==> src/rtl/alarm_pkg.sv <==
// +----------------------------------------------------------------------+
// | alarm_pkg : shared state encoding and delay-counter width for alarm_ctrl |
// | Rev 1.0                                                              |
// +----------------------------------------------------------------------+
`default_nettype none

package alarm_pkg;

  localparam int c_cnt_w = 8;

  typedef enum logic [2:0] {
    ST_DISARMED = 3'd0,
    ST_EXIT     = 3'd1,
    ST_ARMED    = 3'd2,
    ST_ENTRY    = 3'd3,
    ST_ALARM    = 3'd4
  } state_t;

  function automatic logic is_armed(input state_t s);
    return (s == ST_EXIT) || (s == ST_ARMED) || (s == ST_ENTRY) || (s == ST_ALARM);
  endfunction

  // States in which active zones are accumulated into the tripped record
  function automatic logic is_watching(input state_t s);
    return (s == ST_ARMED) || (s == ST_ENTRY) || (s == ST_ALARM);
  endfunction

endpackage

`default_nettype wire

==> src/rtl/alarm_dly_cnt.sv <==
// +----------------------------------------------------------------------+
// | alarm_dly_cnt : loadable down-counter, saturates at zero             |
// | Rev 1.0                                                              |
// +----------------------------------------------------------------------+
`default_nettype none

module alarm_dly_cnt
  import alarm_pkg::*;
(
  input  logic               clk,
  input  logic               rst,
  input  logic               i_load,
  input  logic [c_cnt_w-1:0] i_value,
  input  logic               i_dec,
  output logic [c_cnt_w-1:0] o_value,
  output logic               o_zero
);

  logic [c_cnt_w-1:0] r_cnt;

  always_ff @(posedge clk or posedge rst) begin
    if (rst) begin
      r_cnt <= '0;
    end else if (i_load) begin
      r_cnt <= i_value;
    end else if (i_dec && (r_cnt != '0)) begin
      r_cnt <= r_cnt - c_cnt_w'(1);
    end
  end

  assign o_value = r_cnt;
  assign o_zero  = (r_cnt == '0);

endmodule

`default_nettype wire

==> src/rtl/alarm_ctrl.sv <==
// +----------------------------------------------------------------------+
// | alarm_ctrl : multi-zone intruder alarm with exit/entry delays        |
// | Rev 1.0                                                              |
// +----------------------------------------------------------------------+
`default_nettype none

module alarm_ctrl
  import alarm_pkg::*;
#(
  parameter int                 N_ZONES      = 4,
  parameter int                 ENTRY_DLY    = 8,
  parameter int                 EXIT_DLY     = 8,
  parameter logic [N_ZONES-1:0] INSTANT_MASK = '0
) (
  input  logic               clk,
  input  logic               rst,
  input  logic [N_ZONES-1:0] sen,
  input  logic [N_ZONES-1:0] zone_en,
  input  logic               arm,
  input  logic               disarm,
  output logic               armed,
  output logic               alarm_out,
  output logic [N_ZONES-1:0] tripped,
  output logic [2:0]         state
);

  localparam logic [c_cnt_w-1:0] c_entry_ld = c_cnt_w'(ENTRY_DLY);
  localparam logic [c_cnt_w-1:0] c_exit_ld  = c_cnt_w'(EXIT_DLY);

  state_t             r_state;
  state_t             w_next;
  logic [N_ZONES-1:0] r_sen_q;
  logic [N_ZONES-1:0] r_tripped;
  logic [N_ZONES-1:0] w_active;
  logic               w_inst_hit;
  logic               w_any_hit;
  logic               w_clr_trip;
  logic               w_cnt_load;
  logic [c_cnt_w-1:0] w_cnt_ld_val;
  logic               w_cnt_dec;
  logic [c_cnt_w-1:0] w_cnt_val;
  logic               w_cnt_zero;
  logic               w_last;

  assign w_active   = r_sen_q & zone_en;
  assign w_inst_hit = |(w_active & INSTANT_MASK);
  assign w_any_hit  = |w_active;
  // Counter is loaded with the full delay, so the phase ends on the edge where it holds 1
  assign w_last     = w_cnt_zero || (w_cnt_val == c_cnt_w'(1));

  alarm_dly_cnt u_dly_cnt (
    .clk     (clk),
    .rst     (rst),
    .i_load  (w_cnt_load),
    .i_value (w_cnt_ld_val),
    .i_dec   (w_cnt_dec),
    .o_value (w_cnt_val),
    .o_zero  (w_cnt_zero)
  );

  always_ff @(posedge clk or posedge rst) begin
    if (rst) begin
      r_state   <= ST_DISARMED;
      r_sen_q   <= '0;
      r_tripped <= '0;
    end else begin
      r_state <= w_next;
      r_sen_q <= sen;
      if (w_clr_trip) begin
        r_tripped <= '0;
      end else if (is_watching(r_state)) begin
        r_tripped <= r_tripped | w_active;
      end
    end
  end

  always_comb begin
    w_next       = r_state;
    w_cnt_load   = 1'b0;
    w_cnt_ld_val = '0;
    w_cnt_dec    = 1'b0;
    w_clr_trip   = 1'b0;
    if (disarm && (r_state != ST_DISARMED)) begin
      w_next     = ST_DISARMED;
      w_cnt_load = 1'b1;
    end else begin
      unique case (r_state)
        ST_DISARMED: begin
          if (arm && !disarm) begin
            w_clr_trip   = 1'b1;
            w_cnt_load   = 1'b1;
            w_cnt_ld_val = c_exit_ld;
            w_next       = (EXIT_DLY == 0) ? ST_ARMED : ST_EXIT;
          end
        end
        ST_EXIT: begin
          w_cnt_dec = 1'b1;
          if (w_last) w_next = ST_ARMED;
        end
        ST_ARMED: begin
          if (w_inst_hit) begin
            w_next = ST_ALARM;
          end else if (w_any_hit) begin
            w_cnt_load   = 1'b1;
            w_cnt_ld_val = c_entry_ld;
            w_next       = (ENTRY_DLY == 0) ? ST_ALARM : ST_ENTRY;
          end
        end
        ST_ENTRY: begin
          w_cnt_dec = 1'b1;
          if (w_inst_hit || w_last) w_next = ST_ALARM;
        end
        ST_ALARM: begin
          w_next = ST_ALARM;
        end
        default: begin
          w_next     = ST_DISARMED;
          w_cnt_load = 1'b1;
        end
      endcase
    end
  end

  // Decoded from the state register only, so rst clears them without a clock edge
  assign armed     = is_armed(r_state);
  assign alarm_out = (r_state == ST_ALARM);
  assign tripped   = r_tripped;
  assign state     = r_state;

endmodule

`default_nettype wire
==> config.mk <==
export PLATFORM = sky130hd
export DESIGN_NAME = alarm_ctrl
export DESIGN_NICKNAME = d
export VERILOG_FILES = /design/src/rtl/alarm_pkg.sv /design/src/rtl/alarm_dly_cnt.sv /design/src/rtl/alarm_ctrl.sv
export SDC_FILE = /design/constraint.sdc
export NUM_CORES = 1
export LEC_CHECK = 0
export ABC_AREA = 0
export CAP_MARGIN = 10
export CORE_ASPECT_RATIO = 0.8
export CORE_MARGIN = 5
export CORE_UTILIZATION = 35
export DETAILED_ROUTE_END_ITERATION = 16
export PLACE_DENSITY = 0.59
export REMOVE_ABC_BUFFERS = 1
export SYNTH_ARGS = -nofsm -noshare
export SYNTH_HDL_FRONTEND = slang
export SYNTH_SLANG_ARGS = --single-unit
==> constraint.sdc <==
create_clock -name clk -period 5.1 [get_ports clk]
set_input_delay 0.765 -clock clk [delete_from_list [all_inputs] [get_ports clk]]
set_output_delay 0.765 -clock clk [all_outputs]
set_load 0.03 [all_outputs]
==> metrics <==
Fin. Hold Viols=0; Starting Density=0.3730; Yosys reg bits=19; Gate Count Post-Synth=slightly above 90; worst hold path class=reg2reg; WHS Path Cells=2; crit path capture type=output pin; NumNets Final=130; final slew viol count=0; clock sinks=19; Final Cell Area=between 0.001 and 0.0015 mm2; vias in the first global route=~650; Startpoint Class=register; Final Cycle Share=0.5130; Post-route DRC=0; total gr overflow=0; Antenna Nets Post-Route=0; critical path data required time=4.34 ns; GPL Wtd Cong=about 0.83; Core Rows=16; post-synthesis cell area=slightly above 900 um2; sequential area share after synthesis=0.5094; initial antenna violation count=0; Max Root-Sink Buffers=2; largest net degree at the start of global routing=20; hpwl dp=between 1000 and 1500 um; final setup margin=2.484 ns; predominant post-synthesis flop cell=dfrtp_1; Die Span Y=roughly 56 um; f_max=around 380 MHz; first-iteration detailed-routing DRC count=between 50 and 60; Static Leak=~0.52 nW; # IOs=21; vias per cell=roughly 4.9; Clock Skews=0.01019 ns; max-cap violation count=0; pre-CTS setup slack=approximately 2.5 ns; Synth top area share=0.5094; Slew @ Worst Pin=0.7005 ns; Max H-tree Level=1; post-CTS setup buffer count=0; Max-slew headroom=0.5325; wire per inst=about 13 um; global-route wire length before repair=3036 um; CTS tree=yes; core area=between 0.002 and 0.003 mm2; clock slew at reported path FFs=between 0.1 and 0.15 ns; area of placed instances=around 0.0012 mm2; synthesis-to-layout area growth=27.35%; Min Clock Period, post-route=around 2.6 ns; fill count=~230; Async SR Flop Fraction=1.000; IO Port Bufs=20; register area=roughly 480 um2; Worst VDD drop=178.7 uV; GRT Util Overall=0.1064; Synth area leaders=dfrtp_1, nor2_1, ha_1; total die area=approximately 0.0038 mm2; ant diodes=0; via count=between 700 and 800; layout cells sized above 1=0.06140; outcome=finished clean; Detailed Routing Iterations Pass 1=4; DIE WIDTH=between 60 and 70 um; CTS hold repair buffers=0; cell depth of the worst flop-to-flop path=7; PostCTS Resize Cnt=0; root buf cell=clkbuf_4; WS Path Type=reg2out; crit-path max FO=6; final wirelength=around 1900 um; Post-synth EDFFs=0; Fin Setup TNS=0 ns; Yosys Warn Count=0; pwr dens=approximately 550 mW/mm2; Mean Syn Cell Area=~10 um2; top cell type by total area after synthesis=dfrtp_1; Multi-input gate area=approximately 420 um2; hold_ws=about 0.52 ns; Power, Total=0.0006562 W; unrepaired setup endpoints after global routing=false; Final setup viols=0; Num CTS Buffers=3; crit path DAT=about 1.9 ns; Yosys cell types=30; clk_lat worst skew=around 0.3 ns
[routing by layer]
| metal | up-vias | GRT usage | part of all wire |
|---|---|---|---|
| li1 | 362 | - | - |
| met4 | 0 | 0.02890 | 0.0052 |
| met1 | 349 | 0.1491 | 0.51 |
| met5 | - | 0 | 0 |
| met3 | 2 | 0.04848 | 0.056 |
| met2 | 16 | 0.1456 | 0.43 |
[cell usage after synthesis, drive strengths merged (2+ instances only)]
cell,n
o21ai,3
xnor2,4
ha,3
a211oi,2
xor2,4
buf,2
nor4,2
nand3,2
a31oi,4
nor2b,3
or4,2
nand2b,2
nor2,14
a21oi,2
nor3,5
inv,6
dfrtp,19
nand2,6
[stage by stage]
step           utilization  std cells
4_1_cts             0.4750        150
6_report            0.4750        150
5_1_grt             0.4750        150
3_5_place_dp        0.4645        146
3_3_place_gp        0.4645        146
2_1_floorplan            -         90
[area by class of cell]
class                   instances  share of cell area
flip-flops and latches         19              0.4000
multi-input cells              65              0.3526
repair buffers                 20              0.1684
well taps                      36             0.03789
clock buffers                   4             0.02211
inverters                       6             0.01895
[critical path, stage by stage (launching register included)]
cell	delay, ns
dfrtp_1	0.47
nor2_2	0.22
nand2_1	0.12
inv_1	0.08
clkdlybuf4s50_1	0.66
[worst paths after layout]
| check | startpoint | end | slack, ns |
|---|---|---|---|
| min reg2reg | tripped[2] | tripped[2] | 0.52 |
| min | tripped[2] | tripped[2] | 0.52 |
| min in group asynchronous | rst | tripped[2] | 0.87 |
| max | state[1] | alarm_out | 2.48 |
| max reg2reg | u_dly_cnt.o_value[0] | u_dly_cnt.o_value[6] | 2.97 |
| max in group asynchronous | rst | tripped[3] | 3.78 |
[logic make-up after synthesis]
group / share of synthesized area
compound gates: 0.1166
xor+xnor: 0.07506
fa+ha+maj: 0.05094
buf+inv: 0.04155
flops: 0.5094
simple gates: 0.2064
[flip-flops by register name, summed over array words and instances (netlist names)]
register and cells:
r_sen_q 4, state 3, tripped 4, u_dly_cnt.o_value 8
[layout by cell type, fill, tap and decap left out, types with 2 or more instances in the layout]
master / n
xor2_1: 4
a21oi_1: 2
a31oi_1: 4
nand2_1: 6
nand3_1: 2
ha_1: 3
clkdlybuf4s50_1: 20
clkbuf_4: 3
or4_1: 2
dfrtp_1: 19
inv_1: 6
nor2_2: 2
a211oi_1: 2
nor3_1: 4
xnor2_1: 4
nor2_1: 12
nor2b_1: 3
o21ai_1: 2
nor4_1: 2
[power breakdown]
| group | total [W] | switching (W) | internal [W] |
|---|---|---|---|
| Sequential | 0.000248 | 0.0000511 | 0.000197 |
| Clock | 0.0000743 | 0.0000439 | 0.0000304 |
| Combinational | 0.000334 | 0.000191 | 0.000142 |
Note: power is estimated with default switching activity, not from simulation.
